==> config.mk <==
export PLATFORM = sky130hd
export DESIGN_NAME = id_ex_operand_stage
export DESIGN_NICKNAME = d
export VERILOG_FILES = /design/src/rtl/cpu_pkg.sv /design/src/rtl/operand_fwd_unit.sv /design/src/rtl/id_ex_operand_stage.sv
export SDC_FILE = /design/constraint.sdc
export NUM_CORES = 1
export LEC_CHECK = 0
export ABC_CLOCK_PERIOD_IN_PS = 3500
export CELL_PAD_IN_SITES_DETAIL_PLACEMENT = 0
export CELL_PAD_IN_SITES_GLOBAL_PLACEMENT = 1
export CORE_ASPECT_RATIO = 0.9
export CORE_MARGIN = 5
export CORE_UTILIZATION = 33
export DETAILED_ROUTE_END_ITERATION = 16
export HOLD_SLACK_MARGIN = 0.1
export PLACE_DENSITY_LB_ADDON = 0.12
export SYNTH_ARGS = -nofsm -noshare
export SYNTH_HDL_FRONTEND = slang
export SYNTH_SLANG_ARGS = --single-unit
export TNS_END_PERCENT = 10
==> constraint.sdc <==
create_clock -name clk -period 3.5 [get_ports clk]
set_clock_uncertainty 0.05 [all_clocks]
set_input_delay 0.875 -clock clk [delete_from_list [all_inputs] [get_ports clk]]
set_output_delay 0.875 -clock clk [all_outputs]
set_load 0.1 [all_outputs]
==> src/rtl/cpu_pkg.sv <==
// cpu_pkg: ALU operation codes and operand-forwarding select encoding shared by the ID/EX stage.
package cpu_pkg;
    localparam logic [3:0] ALU_ZERO = 4'h0;
    localparam logic [3:0] ALU_ADD  = 4'h1;
    localparam logic [3:0] ALU_SUB  = 4'h2;
    localparam logic [3:0] ALU_PASS = 4'h3;
    localparam logic [3:0] ALU_SLT  = 4'h4;
    localparam logic [3:0] ALU_SLTU = 4'h5;
    localparam logic [3:0] ALU_XOR  = 4'h6;
    localparam logic [3:0] ALU_OR   = 4'h7;
    localparam logic [3:0] ALU_AND  = 4'h8;
    localparam logic [3:0] ALU_SLL  = 4'h9;
    localparam logic [3:0] ALU_SRL  = 4'hA;
    localparam logic [3:0] ALU_SRA  = 4'hB;
    localparam logic [3:0] ALU_LAST = ALU_SRA;

    localparam logic [1:0] FWD_NONE = 2'd0;
    localparam logic [1:0] FWD_MEM  = 2'd1;
    localparam logic [1:0] FWD_WB   = 2'd2;

    function automatic logic alu_legal(input logic [3:0] code);
        return code <= ALU_LAST;
    endfunction
endpackage

==> src/rtl/operand_fwd_unit.sv <==
// operand_fwd_unit: picks the newest value of one source register, EX/MEM before MEM/WB, never for x0.
module operand_fwd_unit
    import cpu_pkg::*;
#(
    parameter int XLEN = 32
) (
    input  logic [4:0]      idx,
    input  logic [XLEN-1:0] data,
    input  logic [4:0]      mem_rd,
    input  logic            mem_reg_write,
    input  logic [XLEN-1:0] mem_data,
    input  logic [4:0]      wb_rd,
    input  logic            wb_reg_write,
    input  logic [XLEN-1:0] wb_data,
    output logic [XLEN-1:0] value,
    output logic [1:0]      sel
);
    always_comb begin
        sel   = (mem_reg_write && mem_rd != 5'd0 && mem_rd == idx) ? FWD_MEM :
                (wb_reg_write && wb_rd != 5'd0 && wb_rd == idx)    ? FWD_WB  : FWD_NONE;
        value = (sel == FWD_MEM) ? mem_data : (sel == FWD_WB) ? wb_data : data;
    end
endmodule

==> src/rtl/id_ex_operand_stage.sv <==
// id_ex_operand_stage: ID/EX pipeline register with stall/flush and MEM/WB operand bypass
// feeding the EX-stage ALU.
module id_ex_operand_stage
    import cpu_pkg::*;
#(
    parameter int XLEN = 32
) (
    input  logic            clk,
    input  logic            rstn,
    input  logic            stall,
    input  logic            flush,
    input  logic            id_valid,
    input  logic [XLEN-1:0] id_pc,
    input  logic [XLEN-1:0] id_rs1_data,
    input  logic [XLEN-1:0] id_rs2_data,
    input  logic [XLEN-1:0] id_imm,
    input  logic [4:0]      id_rs1,
    input  logic [4:0]      id_rs2,
    input  logic [4:0]      id_rd,
    input  logic [3:0]      id_alu_ctrl,
    input  logic            id_src1_sel,
    input  logic            id_src2_sel,
    input  logic            id_reg_write,
    input  logic [4:0]      mem_rd,
    input  logic            mem_reg_write,
    input  logic [XLEN-1:0] mem_data,
    input  logic [4:0]      wb_rd,
    input  logic            wb_reg_write,
    input  logic [XLEN-1:0] wb_data,
    output logic [XLEN-1:0] ex_a,
    output logic [XLEN-1:0] ex_b,
    output logic [3:0]      ex_alu_ctrl,
    output logic [XLEN-1:0] ex_store_data,
    output logic [XLEN-1:0] ex_pc,
    output logic [4:0]      ex_rd,
    output logic            ex_valid,
    output logic            ex_reg_write,
    output logic            ex_illegal
);
    typedef struct packed {
        logic            valid;
        logic [XLEN-1:0] pc;
        logic [XLEN-1:0] rs1_data;
        logic [XLEN-1:0] rs2_data;
        logic [XLEN-1:0] imm;
        logic [4:0]      rs1;
        logic [4:0]      rs2;
        logic [4:0]      rd;
        logic [3:0]      alu_ctrl;
        logic            src1_sel;
        logic            src2_sel;
        logic            reg_write;
        logic            illegal;
    } stage_t;

    stage_t          q;
    logic [XLEN-1:0] fwd1, fwd2, op1, op2;
    logic [1:0]      sel1, sel2;

    operand_fwd_unit #(.XLEN(XLEN)) u_fwd_rs1 (
        .idx(q.rs1), .data(q.rs1_data),
        .mem_rd(mem_rd), .mem_reg_write(mem_reg_write), .mem_data(mem_data),
        .wb_rd(wb_rd), .wb_reg_write(wb_reg_write), .wb_data(wb_data),
        .value(fwd1), .sel(sel1)
    );

    operand_fwd_unit #(.XLEN(XLEN)) u_fwd_rs2 (
        .idx(q.rs2), .data(q.rs2_data),
        .mem_rd(mem_rd), .mem_reg_write(mem_reg_write), .mem_data(mem_data),
        .wb_rd(wb_rd), .wb_reg_write(wb_reg_write), .wb_data(wb_data),
        .value(fwd2), .sel(sel2)
    );

    assign op1 = (sel1 == FWD_NONE) ? q.rs1_data : fwd1;
    assign op2 = (sel2 == FWD_NONE) ? q.rs2_data : fwd2;

    // A stalled stage re-latches its forwarded operands so they survive the producer leaving WB.
    always_ff @(posedge clk or negedge rstn) begin
        if (!rstn) begin
            q <= '0;
        end else if (flush) begin
            q <= '0;
        end else if (stall) begin
            q.rs1_data <= op1;
            q.rs2_data <= op2;
        end else begin
            q <= '{valid: id_valid, pc: id_pc, rs1_data: id_rs1_data, rs2_data: id_rs2_data,
                   imm: id_imm, rs1: id_rs1, rs2: id_rs2, rd: id_rd,
                   alu_ctrl: alu_legal(id_alu_ctrl) ? id_alu_ctrl : ALU_ZERO,
                   src1_sel: id_src1_sel, src2_sel: id_src2_sel,
                   reg_write: id_reg_write, illegal: !alu_legal(id_alu_ctrl)};
        end
    end

    assign ex_a          = q.src1_sel ? q.pc : op1;
    assign ex_b          = q.src2_sel ? q.imm : op2;
    assign ex_store_data = op2;
    assign ex_alu_ctrl   = q.alu_ctrl;
    assign ex_pc         = q.pc;
    assign ex_rd         = q.rd;
    assign ex_valid      = q.valid;
    assign ex_reg_write  = q.reg_write;
    assign ex_illegal    = q.illegal;
endmodule

==> results of run 1 <==
placed cells by master (no fill, tap or decap), types with 12 or more instances in the layout:
cell type / instances
buf_4: 154
a22oi_1: 51
nand2_1: 132
a221oi_4: 59
dfrtp_1: 150
clkdlybuf4s50_1: 215
nor2_1: 148
nand3b_1: 31
clkbuf_16: 20
nor2_2: 42
mux2i_1: 95
and3_1: 31
o221ai_1: 62
buf_12: 125
o31ai_4: 64
buf_6: 12
report_power, final:
group | switching, mW | total, mW | internal, mW
clock | 0.805 | 1.84 | 1.04
sequential | 0.126 | 1.99 | 1.86
combinational | 1.72 | 2.89 | 1.17
total | 2.65 | 6.72 | 4.06
cells in the mapped netlist (6+ instances only):
library cell  instances  area share (%)
a221oi_1             27             2.4
a221oi_2             37             5.7
a22oi_1              51             3.9
and3_1               33             2.1
buf_1                10            0.38
buf_2                26             1.3
buf_4                43             3.3
buf_6                 7            0.81
clkbuf_1             61             2.3
dfrtp_1             152              39
mux2i_1              95             9.7
nand2_1             137             5.3
nand3b_1             31             2.4
nor2_1              191             7.3
o221ai_1             62             5.6
o31ai_1              64             4.9
xnor2_1              14             1.3
xor2_1                6            0.54
flip-flops by register name, indices dropped and copies added, names as in the netlist:
| name | count |
|---|---|
| ex_illegal | 1 |
| ex_valid | 1 |
| ex_reg_write | 1 |
| ex_alu_ctrl | 4 |
| q | 108 |
| ex_rd | 5 |
| ex_pc | 32 |
worst max-delay path by stage:
| stage | start | endpoint | slack (ns) | cells after the start |
|---|---|---|---|---|
| global route | wb_rd[2] | ex_a[4] | -0.36 | 9 |
| finish | wb_rd[0] | ex_a[4] | -0.34 | 9 |
| global placement | wb_rd[0] | ex_a[0] | -0.78 | 9 |
| CTS | wb_rd[2] | ex_a[4] | -0.34 | 9 |
| detailed placement | wb_rd[0] | ex_a[0] | -0.79 | 9 |
| floorplan | mem_rd[4] | ex_a[0] | -0.42 | 6 |
worst reg2reg max path: cells and delay by family (launching register included):
kind	cells	cell delay, ns
AO/OA/AOI/OAI	2	0.29
XOR/XNOR	1	0.19
buffers and inverters	3	0.67
flip-flops	1	0.47
AND/OR/NAND/NOR	2	0.79
timing repair:
item                       4_1_cts  5_1_grt
setup endpoints to repair       96       96
gates resized for setup        170       28
buffers inserted                10        4
pin swaps                       60       24
gates cloned                     9        3
cells by family (layout without fill, tap and decap cells):
logic type | Yosys count | in the layout | synth area share [%]
AND/OR/NAND/NOR | 406 | 406 | 18.1
buffers and inverters | 150 | 566 | 8.30
other | 0 | 5 | 0
flip-flops | 152 | 152 | 39.0
AO/OA/AOI/OAI | 251 | 251 | 23.1
XOR/XNOR | 20 | 20 | 1.79
multiplexers | 95 | 95 | 9.74
layout make-up:
type | instances | area (um2)
Sequential cell | 152 | 3810
Fill cell | 2349 | 10600
Clock buffer | 22 | 474
Multi-Input combinational cell | 772 | 7130
Antenna cell | 5 | 12.5
Timing Repair Buffer | 532 | 6430
Clock inverter | 10 | 96.3
Inverter | 2 | 7.51
Tap cell | 396 | 495
metrics by stage:
stage / setup WS [ns] / util [%]
floorplan: -0.425 / -
global placement: -0.784 / 56.2
detailed placement: -0.790 / 56.2
CTS: -0.343 / 62.5
global route: -0.361 / 63.5
finish: -0.341 / 63.5
routing by layer:
metal | vias up | GRT usage [%] | routed length [um]
li1 | 4757 | - | -
met1 | 5214 | 37.2 | 19800
met2 | 424 | 42.2 | 21500
met3 | 59 | 6.81 | 3470
met4 | 2 | 6.97 | 855
met5 | - | 0 | 18
==> results by group, run 1 <==
Placement
  – HPWL Detailed: 30.5 mm
  – I/O Buffers: 370
  – Gp weighted congestion: 0.823
  – Post-Place Cell Area: 16400 um2
  – Cells after DPL: 1828

Timing
  – Worst slew margin: 24.0%
  – Fmax: 0.260 GHz
  – TNS Setup: -11.56 ns
  – Final worst slack: -0.341 ns
  – Worst-margin pin slew: 1.14 ns
  – RSZ-0062 raised after global routing: true
  – Period utilisation layout: 110%
  – Final min period: 3.84 ns
  – Endpoints failing hold: 0
  – Max-slew violations: 0
  – Final setup vio count: 83
  – Hold slack final: 0.384 ns

Final layout
  – Layout cells sized above 1: 36.3%
  – Post-layout instance area: 18500 um2
  – Area grow syn2layout: 89.1%
  – Nets@finish: 1708
  – Fin cells: 1891

Global route
  – Number of global-route vias before repair: 11200
  – Largest net degree at the start of global routing: 126
  – GRT Residual Overflow: 0
  – GRT Total Usage: 26.9%
  – Initial antenna violation count: 5
  – First-pass GRT wire length: 69.5 mm

Floorplanning
  – Cell Rows: 59
  – Die Ht: 173 um
  – Die area: 33100 um2
  – Initial Util: 33.6%
  – Die Width: 191 um
  – Ports: 371
  – Core box area: 29100 um2

Clocking
  – CTS tree: built
  – Cts hold-fix bufs: 0
  – Clock root buffer: clkbuf_16
  – Clock sink count: 152
  – CTS max path bufs: 2
  – Clk Latency, worst-skew pair: 0.43 ns
  – Inserted Clock Buffers: 17
  – Clock slew at reported path FFs: 0.06 ns
  – Number of H-tree levels: 4

Synthesis
  – Syn. warnings: 0
  – Synth unique cells: 32
  – Synthesized instance count: 1074
  – Seq cells post-synth: 152
  – Synth async-reset ratio: 100%
  – Number of synthesized flops with an enable pin: 0
  – Share of the yosys chip area belonging to registers: 39.0%
  – Syn Area/Cell: 9.09 um2
  – Synth Net Count: 1305
  – Synth Cell Area: 9760 um2
  – Main synth FF type: dfrtp_1

Route
  – DRT antenna net count: 0
  – Initial DRC Count: 782
  – Post-Route WL: 45.6 mm
  – Routed vias/inst: 5.53
  – Total vias in the final route: 10500
  – Drt wl/cell: 24.1 um
  – DRC violations left: 0
  – 1st-pass router iterations: 7

Setup path
  – CP dominant cell by count: buf_6
  – WP buf/inv: 4
  – Length in cells of the worst reg-to-reg path: 8
  – FF-to-FF End: q[103]
  – Startpoint types: primary input
  – R2r setup slk: 0.92 ns
  – Top Family by Delay on Critical Path: simple AND/OR/NAND/NOR gates
  – Slowest CP cell: or4b_4
  – Kind of critical path: in2out
  – Crit-path max cell delay: 0.67 ns
  – Worst r2r src: q[20]
  – Crit. End Element: output port
  – CP Max Fanout: 8
  – Crit-path cells: buf_6 > buf_6 > xnor2_2 > nand3_2 > or4b_4 > buf_16 > a221oi_4 > o31ai_4 > buf_12
  – CP required: 2.57 ns
  – Critical path data arrival time: 2.92 ns

Outcome
  – Failing checks: setup timing
  – Status: finished with violations

Worst hold path
  – Hold WC Path Type: in2async

Power and ir drop
  – Maximum VDD drop: 329 uV
  – Design Power: 6.72 mW
  – LEAKAGE: 7.68 nW
  – Cell Pwr Density: 364 nW/um2

Job
  – Max cap viols: 0
No activity file was read; power rests on OpenSTA's default activity.
==> run 2: changes to the inputs <==
--- a/config.mk
+++ b/config.mk
@@ -5,16 +5,18 @@
 export SDC_FILE = /design/constraint.sdc
 export NUM_CORES = 1
 export LEC_CHECK = 0
+export ABC_AREA = 1
 export ABC_CLOCK_PERIOD_IN_PS = 3500
 export CELL_PAD_IN_SITES_DETAIL_PLACEMENT = 0
 export CELL_PAD_IN_SITES_GLOBAL_PLACEMENT = 1
 export CORE_ASPECT_RATIO = 0.9
 export CORE_MARGIN = 5
-export CORE_UTILIZATION = 33
+export CORE_UTILIZATION = 32
 export DETAILED_ROUTE_END_ITERATION = 16
 export HOLD_SLACK_MARGIN = 0.1
 export PLACE_DENSITY_LB_ADDON = 0.12
 export SYNTH_ARGS = -nofsm -noshare
 export SYNTH_HDL_FRONTEND = slang
+export SYNTH_HIERARCHICAL = 1
 export SYNTH_SLANG_ARGS = --single-unit
 export TNS_END_PERCENT = 10
==> results by group, run 2 <==
Global route
  – Largest net degree at the start of global routing: 151 (+20%)
  – GRT Residual Overflow: 0 (unchanged)
  – GRT Total Usage: 25.9% (-1.0 points)
  – First-pass GRT wire length: 84.6 mm (+22%)
  – Number of global-route vias before repair: 14100 (+26%)
  – Initial antenna violation count: 11 (+6)

Final layout
  – Max reg flops: 108 (unchanged)
  – Area grow syn2layout: 70.4%
  – Nets@finish: 2623 (+54%)
  – Most common cell after layout, fill and taps aside: nand2_1
  – Biggest register: q
  – Most frequent cells in the layout: nand2_1, inv_1, clkdlybuf4s50_1
  – Final Util: 55.1% (-8.4 points)
  – Fill count: 3684 (+57%)
  – Reg area: 3800 um2 (-0.16%)
  – Layout cells sized above 1: 31.0% (-5.3 points)
  – Multi-input logic area: 7190 um2 (+0.93%)

Clocking
  – Cts hold-fix bufs: 0 (unchanged)
  – CTS max path bufs: 2 (unchanged)
  – Clock root buffer: clkbuf_16
  – Number of H-tree levels: 4 (unchanged)
  – Clock sink count: 152 (unchanged)
  – Clock slew at reported path FFs: 0.06 ns (about the same)
  – CTS tree: built
  – Inserted Clock Buffers: 17 (unchanged)
  – Clk Latency, worst-skew pair: 0.45 ns (+0.02 ns)

Route
  – Total vias in the final route: 14000 (+34%)
  – 1st-pass router iterations: 5 (-2)
  – DRT antenna net count: 0 (unchanged)
  – Initial DRC Count: 994 (+27%)
  – Drt wl/cell: 19.0 um (-21%)
  – Routed vias/inst: 4.83 (-13%)
  – Post-Route WL: 54.9 mm (+20%)
  – DRC violations left: 0 (unchanged)

Power and ir drop
  – LEAKAGE: 10.4 nW (+36%)
  – Cell Pwr Density: 364 nW/um2 (+0.15%)
  – Maximum VDD drop: 328 uV (-0.25%)

Synthesis
  – Yosys top cell by area: dfrtp_1
  – Synth Cell Area: 12000 um2 (+23%)
  – Seq cells post-synth: 152 (unchanged)
  – Cell with the most instances after synthesis: nand2_1
  – Syn Area/Cell: 5.98 um2 (-34%)
  – Main synth FF type: dfrtp_1
  – Syn. warnings: 6 (+6)
  – Share of the yosys chip area belonging to registers: 31.7% (-7.3 points)
  – Synthesized instance count: 2006 (+87%)
  – Synth Net Count: 2237 (+71%)
  – Synth async-reset ratio: 100% (unchanged)
  – Synth unique cells: 25 (-22%)
  – Synth top area cells: dfrtp_1, nand2_1, inv_1
  – Number of synthesized flops with an enable pin: 0 (unchanged)
  – Top cell type's share of synthesized area: 31.7% (-7.3 points)
  – Commonest cells post-synth: nand2_1, inv_1, nand3_1

Floorplanning
  – Ports: 371 (unchanged)
  – Cell Rows: 67 (+14%)
  – Die area: 41500 um2 (+25%)
  – Die Ht: 194 um (+12%)
  – Initial Util: 32.3% (-1.2 points)
  – Core box area: 37100 um2 (+28%)
  – Die Width: 214 um (+12%)

Job
  – Max cap viols: 0 (unchanged)

Timing
  – Fmax: 0.271 GHz (+4.0%)
  – Final min period: 3.69 ns (-0.148 ns)
  – Final setup vio count: 90 (+8.4%)
  – Final worst slack: -0.193 ns (+0.148 ns)
  – Worst-margin pin slew: 0.884 ns (-0.253 ns)
  – Period utilisation layout: 106% (-4.2 points)
  – Worst slew margin: 41.0% (+17 points)
  – Hold slack final: 0.403 ns (+0.0186 ns)
  – RSZ-0062 raised after global routing: true
  – Max-slew violations: 0 (unchanged)
  – TNS Setup: -7.99 ns (+3.56 ns)
  – Endpoints failing hold: 0 (unchanged)

Setup path
  – Worst r2r src: q[19]
  – Top Family by Delay on Critical Path: buffers and inverters
  – Slowest CP cell: buf_12
  – Critical path data arrival time: 2.77 ns (-0.15 ns)
  – WP buf/inv: 8 (+4)
  – CP Max Fanout: 8 (unchanged)
  – Crit-path max cell delay: 0.20 ns (-0.47 ns)
  – CP dominant cell by count: nand2_2
  – Startpoint types: primary input
  – Crit-path cells: buf_4 > inv_2 > a21boi_2 > nand2_2 > nor2_4 > buf_6 > nand3_4 > buf_6 > buf_12 > buf_16 > nand2_2 > nand3_2 > nand2_2 > inv_1 > nand2_1 > nand3_2 > o21ai_2 > buf_12
  – Kind of critical path: in2out
  – Crit. End Element: output port
  – Setup crit start: wb_rd[0]
  – CP required: 2.57 ns (about the same)

Placement
  – I/O Buffers: 370 (unchanged)
  – Gp weighted congestion: 0.861 (+4.5%)
  – HPWL Detailed: 38.9 mm (+28%)
  – Pre-CTS setup slack: -0.744 ns (+0.0457 ns)

Worst hold path
  – Hold WC Path Type: in2async

Outcome
  – Status: finished with violations
  – Failing checks: setup timing
==> run 2: cell types whose count changed after synthesis, sizes merged, moves of 46 or more <==
| cell | delta |
|---|---|
| nand4 | +66 |
| clkbuf | -47 |
| o221ai | -62 |
| buf | +65 |
| a221oi | -64 |
| a22oi | -51 |
| o31ai | -64 |
| inv | +418 |
| nand2 | +472 |
| o21ai | +131 |
| nand3 | +297 |
| nor2 | -46 |
| mux2i | -95 |
==> run 2: per-layer routing <==
| layer | GRT usage, % | vias up | part of all wire [%] | routed length, um |
|---|---|---|---|---|
| li1 | - | 6873 | - | - |
| met1 | 34.8 | 6620 | 45 | 24500 |
| met2 | 41.9 | 411 | 47 | 25700 |
| met3 | 5.82 | 76 | 5.7 | 3150 |
| met4 | 7.82 | 4 | 2.8 | 1550 |
| met5 | 0 | - | 0.042 | 23 |
==> run 2: metrics by stage <==
step | cell area [um2] | std cells | total power [mW]
detailed placement | 17200 | 2798 | 5.24
finish | 20500 | 2893 | 7.45
floorplan | 12000 | 2006 | 3.97
CTS | 20000 | 2886 | 7.43
global placement | 17200 | 2798 | 5.23
global route | 20500 | 2893 | 7.78
==> run 2: worst reg2reg max path: cells and delay by family, from the launching register on <==
kind	cells	cell delay [ns]
xor+xnor	1	0.19
flops	1	0.45
buf+inv	8	0.98
simple gates	7	0.66
==> run 2: path summary, 6_finish.rpt <==
path | slack, ns | cells after the start | endpoint
hold / removal | 0.40 | 1 | ex_pc[19]
setup reg to reg | 1.08 | 16 | q[116]
max in group asynchronous | 2.17 | 2 | q[100]
hold reg to reg | 0.47 | 2 | ex_alu_ctrl[0]
setup / recovery | -0.19 | 18 | ex_b[21]
min in group clk | 0.47 | 2 | ex_alu_ctrl[0]
==> run 2: power by group <==
group	total, mW	internal (mW)	switching, mW
Clock	1.87	1.09	0.785
Sequential	1.98	1.88	0.0971
Combinational	3.60	1.30	2.30
Total	7.45	4.27	3.19
==> run 2: cells by family (layout without fill, tap and decap cells) <==
group                  after synthesis  in the layout  share of synthesized area, %
AO/OA/AOI/OAI                      143            143                          6.09
XOR/XNOR                             4              4                         0.292
buffers and inverters              586            981                          21.7
flip-flops                         152            152                          31.7
other                                0              9                             0
AND/OR/NAND/NOR                   1121           1121                          40.3
==> run 2: final cells by class <==
type / instances / area share, %
Sequential cell: 152 / 18.6
Multi-Input combinational cell: 1268 / 35.2
Timing Repair Buffer: 533 / 32.7
Tap cell: 483 / 2.95
Inverter: 420 / 7.79
Antenna cell: 9 / 0.110
Clock inverter: 4 / 0.343
Clock buffer: 24 / 2.36
==> run 2: what timing repair did <==
item	4_1_cts	5_1_grt
setup buffers	43	2
pin swaps	94	68
setup endpoints to repair	96	96
gates cloned	19	0
gates resized for setup	419	161
==> run 3: changes to the inputs <==
--- a/config.mk
+++ b/config.mk
@@ -15,6 +15,7 @@
 export DETAILED_ROUTE_END_ITERATION = 16
 export HOLD_SLACK_MARGIN = 0.1
 export PLACE_DENSITY_LB_ADDON = 0.12
+export REMOVE_ABC_BUFFERS = 1
 export SYNTH_ARGS = -nofsm -noshare
 export SYNTH_HDL_FRONTEND = slang
 export SYNTH_HIERARCHICAL = 1
==> results by group, run 3 (synthesized netlist as in run 2, its figures left out) <==
Outcome
  – Status: finished with violations
  – Failing checks: setup timing

Timing
  – Fmax: 0.278 GHz (+2.5%)
  – Final worst slack: -0.102 ns (+0.0910 ns)
  – RSZ-0062 raised after global routing: true
  – Worst slew margin: 38.7% (-2.4 points)
  – Endpoints failing hold: 0 (unchanged)
  – Final setup vio count: 77 (-14%)
  – Final min period: 3.60 ns (-0.0910 ns)
  – Max-slew violations: 0 (unchanged)
  – Period utilisation layout: 103% (-2.6 points)
  – Worst-margin pin slew: 0.920 ns (+0.0354 ns)

Final layout
  – Layout cells sized above 1: 25.3% (-5.6 points)
  – Nets@finish: 2645 (+0.84%)
  – Most common cell after layout, fill and taps aside: nand2_1
  – Fin cells: 2916 (+0.80%)
  – Post-layout instance area: 20100 um2 (-1.6%)
  – Final Util: 54.2% (-0.90 points)
  – Most frequent cells in the layout: nand2_1, inv_1, nand3_1
  – Area grow syn2layout: 67.6%
  – Biggest register: q
  – Max reg flops: 108 (unchanged)

Power and ir drop
  – Cell Pwr Density: 381 nW/um2 (+4.5%)
  – LEAKAGE: 10.5 nW (+0.52%)
  – Comb pwr share: 45.9% (-2.4 points)
  – Sw power: 3.15 mW (-1.2%)
  – Maximum VDD drop: 321 uV (-1.9%)
  – Sequential power share: 25.7% (-0.9 points)
  – Pint: 4.52 mW (+5.8%)
  – Clock share of power: 28.4% (+3.3 points)
  – Switching Fraction: 41.1% (-1.7 points)

Setup path
  – CP Max Fanout: 7 (-1)
  – Critical path data arrival time: 2.68 ns (-0.09 ns)
  – Length in cells of the worst reg-to-reg path: 27 (+11)
  – Startpoint types: primary input
  – Crit. End Element: output port
  – CP required: 2.57 ns (about the same)
  – Kind of critical path: in2out

Clocking
  – Cts hold-fix bufs: 0 (unchanged)
  – Clock sink count: 152 (unchanged)
  – Clock root buffer: clkbuf_16
  – Inserted Clock Buffers: 17 (unchanged)
  – Number of H-tree levels: 4 (unchanged)
  – CTS max path bufs: 2 (unchanged)
  – CTS tree: built
  – Clk Latency, worst-skew pair: 0.46 ns (about the same)
  – Clock slew at reported path FFs: 0.06 ns (about the same)

Route
  – Drt wl/cell: 18.5 um (-2.6%)
  – Post-Route WL: 53.9 mm (-1.9%)
  – Routed vias/inst: 4.78 (-1.2%)
  – 1st-pass router iterations: 8 (+3)
  – DRT antenna net count: 0 (unchanged)
  – DRC violations left: 0 (unchanged)
  – Total vias in the final route: 13900 (-0.42%)
  – Initial DRC Count: 765 (-23%)

Floorplanning
  – Initial Util: 32.3% (unchanged)
  – Core box area: 37100 um2 (unchanged)
  – Ports: 371 (unchanged)
  – Die Width: 214 um (unchanged)
  – Cell Rows: 67 (unchanged)
  – Die Ht: 194 um (unchanged)
  – Die area: 41500 um2 (unchanged)

Placement
  – Cells after DPL: 2820 (+0.79%)
  – Gp weighted congestion: 0.809 (-6.0%)
  – I/O Buffers: 370 (unchanged)
  – Post-Place Cell Area: 17400 um2 (+0.83%)
  – HPWL Detailed: 36.1 mm (-7.2%)

Global route
  – Number of global-route vias before repair: 13500 (-4.7%)
  – GRT Total Usage: 24.5% (-1.4 points)
  – Initial antenna violation count: 7 (-4)
  – First-pass GRT wire length: 80.2 mm (-5.3%)
  – Largest net degree at the start of global routing: 75 (-50%)
  – GRT Residual Overflow: 0 (unchanged)

Worst hold path
  – Hold WC Path Type: in2async

Job
  – Max cap viols: 0 (unchanged)
-- run 3: area by class of cell --
| class | instances | area [um2] |
|---|---|---|
| Inverter | 420 | 1590 |
| Fill cell | 3641 | 17000 |
| Clock inverter | 8 | 165 |
| Clock buffer | 24 | 492 |
| Multi-Input combinational cell | 1268 | 6500 |
| Antenna cell | 6 | 15.0 |
| Sequential cell | 152 | 3810 |
| Timing Repair Buffer | 555 | 6950 |
| Tap cell | 483 | 604 |
-- run 3: repair_timing --
item / 4_1_cts / 5_1_grt
pin swaps: 42 / 71
setup endpoints to repair: 96 / 97
setup buffers: 33 / 11
gates cloned: 7 / 13
gates resized for setup: 226 / 257
-- run 3: metrics by stage --
step	setup slack (ns)	hold WS, ns	setup TNS, ns	total power, mW
5_1_grt	-0.189	0.415	-12.28	8.00
4_1_cts	-0.181	0.397	-9.43	7.60
3_3_place_gp	-0.687	0.447	-57.34	5.21
3_5_place_dp	-0.720	0.454	-58.13	5.22
2_1_floorplan	-1.64	0.428	-146.22	3.80
6_report	-0.102	0.392	-3.41	7.66
-- run 3: path summary, 6_finish.rpt --
path	start	end	slack (ns)
worst max-delay path	mem_rd[2]	ex_b[28]	-0.10
worst min register to register	ex_rd[1]	ex_rd[1]	0.47
worst min-delay path	rstn	q[22]	0.39
max in group asynchronous	rstn	q[113]	2.27
worst max register to register	q[19]	q[103]	0.14
min in group clk	ex_rd[1]	ex_rd[1]	0.47
-- run 3: power by group through the flow --
stage / logic, mW / registers [mW] / clock network, mW
finish: 3.52 / 1.97 / 2.17
detailed placement: 3.22 / 1.99 / 0
global route: 3.71 / 1.98 / 2.31
floorplan: 1.56 / 2.24 / 0
CTS: 3.41 / 1.96 / 2.23
global placement: 3.22 / 1.99 / 0
-- run 3: metal layers --
layer | up-vias | GRT usage, % | wire (um)
met3 | 55 | 6.32 | 3310
met2 | 378 | 40.7 | 26200
met4 | 2 | 6.42 | 988
met5 | - | 0 | 7
met1 | 6596 | 31.9 | 23400
li1 | 6894 | - | -
-- run 3: critical path, stage by stage --
cell,delay (ns)
buf_8,0.10
buf_6,0.11
nor2_4,0.09
nand2_1,0.06
a21o_1,0.18
nand4_4,0.08
inv_4,0.06
nor2_4,0.16
nor2_4,0.07
buf_12,0.15
buf_4,0.15
clkbuf_16,0.15
nand2_2,0.05
nand3_2,0.07
o21ai_2,0.09
buf_12,0.20
